File: config.mk
export PLATFORM = sky130hd
export DESIGN_NAME = data_sync_mc
export DESIGN_NICKNAME = d
export VERILOG_FILES = /design/src/rtl/data_sync_mc.sv
export SDC_FILE = /design/constraint.sdc
export NUM_CORES = 1
export LEC_CHECK = 0
export ABC_CLOCK_PERIOD_IN_PS = 5740
export CORE_UTILIZATION = 30
export CTS_CLUSTER_SIZE = 14
export DETAILED_ROUTE_END_ITERATION = 10
export MAX_ROUTING_LAYER = met4
export PLACE_DENSITY = 0.61
export SYNTH_ARGS = -nofsm -noshare
export SYNTH_HDL_FRONTEND = slang
export SYNTH_SLANG_ARGS = --single-unit
File: constraint.sdc
create_clock -name clk -period 5.74 [get_ports clk]
set_input_delay 1.148 -clock clk [delete_from_list [all_inputs] [get_ports clk]]
set_output_delay 1.148 -clock clk [all_outputs]
set_load 0.02 [all_outputs]
File: src/rtl/data_sync_mc.sv
// data_sync_mc: multi-channel enable synchronizer with per-channel holding
// registers and a round-robin drain onto one registered valid/ready port.
// Every input except clk, rst, sync_ready and ovf_clr comes from a foreign
// domain; only the enables are synchronized, and the bus slice is sampled
// once the synchronized enable has qualified it.
module data_sync_mc #(
    parameter int NUM_STAGES  = 2,
    parameter int BUS_WIDTH   = 8,
    parameter int NUM_CH      = 4,
    parameter int TOGGLE_MODE = 0,
    localparam int CH_W       = (NUM_CH > 1) ? $clog2(NUM_CH) : 1
) (
    input  logic                        clk,
    input  logic                        rst,
    input  logic [NUM_CH*BUS_WIDTH-1:0] unsync_bus,
    input  logic [NUM_CH-1:0]           bus_enable,
    output logic [BUS_WIDTH-1:0]        sync_bus,
    output logic [CH_W-1:0]             sync_ch,
    output logic                        sync_valid,
    input  logic                        sync_ready,
    output logic [NUM_CH-1:0]           overflow,
    input  logic [NUM_CH-1:0]           ovf_clr
);

    // Synchronizer chains, one row per channel; bit NUM_STAGES-1 is the
    // settled enable, prev_r is its value one cycle earlier.
    logic [NUM_CH-1:0][NUM_STAGES-1:0] sync_r;
    logic [NUM_CH-1:0]                 prev_r;

    // Per-channel holding registers and their occupied flags.
    logic [NUM_CH-1:0][BUS_WIDTH-1:0]  hold_r;
    logic [NUM_CH-1:0]                 pend_r;
    logic [NUM_CH-1:0]                 ovf_r;

    // Output register and round-robin pointer.
    logic [BUS_WIDTH-1:0]              sync_bus_r;
    logic [CH_W-1:0]                   sync_ch_r;
    logic                              sync_valid_r;
    logic [CH_W-1:0]                   rr_r;

    // Combinational control.
    logic [NUM_CH-1:0]                 det_s;
    logic [NUM_CH-1:0]                 grant_s;
    logic [NUM_CH-1:0]                 ovf_set_s;
    logic [CH_W-1:0]                   gnt_idx_s;
    logic [CH_W-1:0]                   rr_next_s;
    logic                              free_s;
    logic                              any_pend_s;
    logic                              do_grant_s;

    assign sync_bus   = sync_bus_r;
    assign sync_ch    = sync_ch_r;
    assign sync_valid = sync_valid_r;
    assign overflow   = ovf_r;

    // Shift each enable through its synchronizer and keep the last settled value.
    always_ff @(posedge clk) begin
        if (rst) begin
            sync_r <= '0;
            prev_r <= '0;
        end else begin
            for (int c = 0; c < NUM_CH; c++) begin
                sync_r[c] <= {sync_r[c][NUM_STAGES-2:0], bus_enable[c]};
                prev_r[c] <= sync_r[c][NUM_STAGES-1];
            end
        end
    end

    // Qualify data on a rising edge (level mode) or on any transition (toggle mode).
    always_comb begin
        det_s = '0;
        for (int c = 0; c < NUM_CH; c++) begin
            if (TOGGLE_MODE != 32'sd0) begin
                det_s[c] = sync_r[c][NUM_STAGES-1] ^ prev_r[c];
            end else begin
                det_s[c] = sync_r[c][NUM_STAGES-1] & ~prev_r[c];
            end
        end
    end

    // Output register can take a new word when empty or when its word leaves now.
    always_comb begin
        free_s     = ~sync_valid_r | sync_ready;
        any_pend_s = |pend_r;
        do_grant_s = free_s & any_pend_s;
    end

    // Round-robin search: lowest pending channel at or above rr, else lowest overall.
    always_comb begin
        logic found_hi;
        logic [CH_W-1:0] idx_hi;
        logic [CH_W-1:0] idx_any;
        found_hi = 1'b0;
        idx_hi   = '0;
        idx_any  = '0;
        for (int c = NUM_CH - 1; c >= 0; c--) begin
            if (pend_r[c] && (c >= int'(rr_r))) begin
                found_hi = 1'b1;
                idx_hi   = CH_W'(c);
            end else begin
                found_hi = found_hi;
            end
            if (pend_r[c]) begin
                idx_any = CH_W'(c);
            end else begin
                idx_any = idx_any;
            end
        end
        if (found_hi) begin
            gnt_idx_s = idx_hi;
        end else begin
            gnt_idx_s = idx_any;
        end
        if (gnt_idx_s == CH_W'(NUM_CH - 1)) begin
            rr_next_s = '0;
        end else begin
            rr_next_s = gnt_idx_s + CH_W'(1'b1);
        end
    end

    // One-hot grant and overflow-set vectors derived from the chosen channel.
    always_comb begin
        grant_s   = '0;
        ovf_set_s = '0;
        for (int c = 0; c < NUM_CH; c++) begin
            if (do_grant_s && (gnt_idx_s == CH_W'(c))) begin
                grant_s[c] = 1'b1;
            end else begin
                grant_s[c] = 1'b0;
            end
            ovf_set_s[c] = det_s[c] & pend_r[c] & ~grant_s[c];
        end
    end

    // Capture qualified words into free holding registers; a word leaving this
    // cycle frees its slot in time for a same-cycle capture.
    always_ff @(posedge clk) begin
        if (rst) begin
            hold_r <= '0;
            pend_r <= '0;
        end else begin
            for (int c = 0; c < NUM_CH; c++) begin
                if (det_s[c] && (!pend_r[c] || grant_s[c])) begin
                    hold_r[c] <= unsync_bus[c*BUS_WIDTH +: BUS_WIDTH];
                    pend_r[c] <= 1'b1;
                end else if (grant_s[c]) begin
                    pend_r[c] <= 1'b0;
                end
            end
        end
    end

    // Sticky drop flags; a new drop outranks a clear in the same cycle.
    always_ff @(posedge clk) begin
        if (rst) begin
            ovf_r <= '0;
        end else begin
            for (int c = 0; c < NUM_CH; c++) begin
                if (ovf_set_s[c]) begin
                    ovf_r[c] <= 1'b1;
                end else if (ovf_clr[c]) begin
                    ovf_r[c] <= 1'b0;
                end
            end
        end
    end

    // Load the granted word into the output register and advance the pointer;
    // data and channel stay frozen while the downstream stalls.
    always_ff @(posedge clk) begin
        if (rst) begin
            sync_bus_r   <= '0;
            sync_ch_r    <= '0;
            sync_valid_r <= 1'b0;
            rr_r         <= '0;
        end else if (free_s) begin
            if (any_pend_s) begin
                sync_bus_r   <= hold_r[gnt_idx_s];
                sync_ch_r    <= gnt_idx_s;
                sync_valid_r <= 1'b1;
                rr_r         <= rr_next_s;
            end else begin
                sync_valid_r <= 1'b0;
            end
        end
    end

endmodule

==> impl_metrics.env <==
export IMPL_synth_ff_type="dfxtp_1"
export IMPL_yosys_area_top_type_share=0.497
export IMPL_fill_cells=884
export IMPL_antenna_found_initial=0
export IMPL_cp_max_fo=11
export IMPL_post_route_min_period_ns=3.16
export IMPL_postRouteAntennaNets=0
export IMPL_synth_top_family_by_area="compound AO/OA/AOI/OAI gates"
export IMPL_die_w_um=95.4
export IMPL_drtIter0Drc=99
export IMPL_worst_setup_path_type="register to register"
export IMPL_synthMuxAreaShare=0.0861
export IMPL_dp_slack_ns=2.62
export IMPL_synth_cells=293
export IMPL_numCtsBuffers=9
export IMPL_synth_area_mm2=0.00262
export IMPL_start_kind="register"
export IMPL_p_per_area_mw_per_mm2=280
export IMPL_cts_buffer_depth=2
export IMPL_synthSimpleGateAreaFrac=0.160
export IMPL_hold_path_class="register to register"
export IMPL_ir_worst_vdd_mv=0.149
export IMPL_final_max_slew_viol_count=0
export IMPL_synth_commonest_cells="dfxtp_1, a21oi_1, nand2_1"
export IMPL_syn_area_per_cell_um2=8.93
export IMPL_worst_slew_pin_slew_ns=1.18
export IMPL_crit_chain="a21oi_1, o21a_1, o22ai_2, clkinv_1, ha_1, a21boi_1, nor2_1, mux2i_1, nor2_1"
export IMPL_clock_fmax_mhz=317
export IMPL_die_h_um=95.4
export IMPL_ys_warn_count=0
export IMPL_status="completed"
export IMPL_hpwlAfterDp_um=4170
export IMPL_period_share=0.550
export IMPL_synth_xor_area_frac=0
export IMPL_drc=0
export IMPL_crit_path_start="rr_r[1]"
export IMPL_yosysTopAreaCell="dfxtp_1"
export IMPL_crit_path_frequent_cell="nor2_1"
export IMPL_skew_ns=0.00778
export IMPL_cap_viol_max_count=0
export IMPL_clk_pin_slew_ns=0.07
export IMPL_fin_cells=456
export IMPL_yosysUniqueCellTypes=28
export IMPL_arrival_ns=3.33
export IMPL_overflow=0
export IMPL_cts_sinks=65
export IMPL_row_count=33
export IMPL_root_buffer="clkbuf_8"
export IMPL_viasPerCell=4.81
export IMPL_ctsHoldBuffers=0
export IMPL_drive_gt1_frac=0.0997
export IMPL_dr_pass1_iters=4
export IMPL_cts_tree="built"
export IMPL_grt_max_degree=66
export IMPL_routedWlPerCell_um=13.2
export IMPL_num_antenna_cells=0
export IMPL_clkLatencyLatePin_ns=0.34
export IMPL_synth_most_common_cell="dfxtp_1"
export IMPL_io_buffers=57
export IMPL_fin_hold_ws_ns=0.435
export IMPL_via_count=2192
export IMPL_grt_pass1_wl_um=9470
export IMPL_seq_area_frac_synth=0.497
export IMPL_die_area_mm2=0.00910
export IMPL_htreeDepth=3
export IMPL_crit_path_top_delay_cell="a21boi_1"
export IMPL_synthToLayoutAreaGrowth_pct=31.3
export IMPL_max_slew_margin_rel=0.213
export IMPL_regToRegSetupSlack_ns=2.58
export IMPL_synth_compound_area_frac=0.200
export IMPL_grt_use_total=0.144
export IMPL_rr_worst_depth=9
export IMPL_endpoint_kind="register"
export IMPL_ys_ff_latch=65
export IMPL_setup_viol=0
export IMPL_synthAdderAreaFrac=0.0191
export IMPL_synthesis_nets=340
export IMPL_layout_nets=394
export IMPL_cp_buffers_inverters=1
export IMPL_hp_start="sync_r[2]"
export IMPL_critPathMaxStageDelay_ns=0.48
export IMPL_num_io_pins=58
export IMPL_rr_startpoint="rr_r[1]"
export IMPL_core_mm2=0.00834
export IMPL_p_leak_nw=1.23
export IMPL_finalHoldViolCount=0
export IMPL_final_util=0.412
export IMPL_hold_depth=1
export IMPL_tns_ns=0
export IMPL_rsz0062_at_grt="no"
export IMPL_path_delay_family="compound AO/OA/AOI/OAI gates"
export IMPL_critPathRequiredTime_ns=5.92
export IMPL_finalWorstSetupSlack_ns=2.58
export IMPL_post_cts_repair_setup_buffers=0
export IMPL_place_congestion=0.755
export IMPL_async_reset_ff_frac=0
export IMPL_grt_pass1_vias=1952
export IMPL_cts_repair_resize_count=0
export IMPL_synth_area_top_cells="dfxtp_1, a21oi_1, nand2_1"
export IMPL_start_util=0.314
export IMPL_r2r_end="hold_r[27]"
export IMPL_crit_end="hold_r[27]"
export IMPL_path_depth=9
export IMPL_routed_wl_um=6000
export IMPL_dpl_cell_count=441
export IMPL_synth_edff_count=0
-- report_power, final --
group | total (W) | leakage [nW] | switching (W) | internal (W)
clock network | 0.000353 | 0.0980 | 0.000166 | 0.000187
registers | 0.000482 | 0.529 | 0.0000122 | 0.000470
logic | 0.000128 | 0.600 | 0.0000654 | 0.0000623
total | 0.000963 | 1.23 | 0.000243 | 0.000720
-- area by class of cell --
type | count | area (µm²) | share of cell area
sequential | 65 | 1300 | 0.379
timing repair buffer | 58 | 573 | 0.167
clock buffer | 12 | 165 | 0.0481
clock inverter | 3 | 15.0 | 0.00437
multi-input combinational | 205 | 1220 | 0.355
tap | 105 | 131 | 0.0383
inverter | 8 | 30.0 | 0.00874
-- cell usage in the layout (no fill, tap or decap), drive strengths merged, types with 12 or more instances in the layout --
cell           instances
nor2b                 12
clkdlybuf4s50         56
mux2                  12
a21oi                 43
o21ai                 28
nand2                 38
dfxtp                 65
nand3                 12
nor2                  12
clkbuf                12
-- kinds of logic after synthesis --
kind of cell | count (synthesis)
flops | 65
compound gates | 91
mux | 21
buf+inv | 23
simple gates | 89
fa+ha+maj | 4
-- stage by stage --
step                      cell area, µm²  total power, W
after global routing                3430         0.00101
after detailed placement            3250        0.000620
final                               3430        0.000963
after global placement              3250        0.000618
after CTS                           3430        0.000972
after floorplan                     2620        0.000565
-- sequential cells by signal, summed over array words and instances (netlist names) --
register	flops
rr_r	2
sync_bus	8
overflow	4
sync_valid	1
prev_r	4
sync_r	8
sync_ch	2
pend_r	4
hold_r	32
-- per-layer routing --
| layer | part of all wire | GRT usage | routed length, µm |
|---|---|---|---|
| met4 | 0.019 | 0.0572 | 113 |
| met2 | 0.46 | 0.218 | 2790 |
| met1 | 0.47 | 0.175 | 2800 |
| met5 | 0 | - | 0 |
| met3 | 0.049 | 0.0502 | 296 |
-- worst min path at each step --
stage / to / slack, ns
floorplan: sync_r[1] / 0.41
global route: sync_r[7] / 0.45
detailed placement: sync_r[7] / 0.42
global placement: sync_r[3] / 0.42
finish: sync_r[3] / 0.43
CTS: sync_r[7] / 0.44
Note: power is estimated with default switching activity, not from simulation.
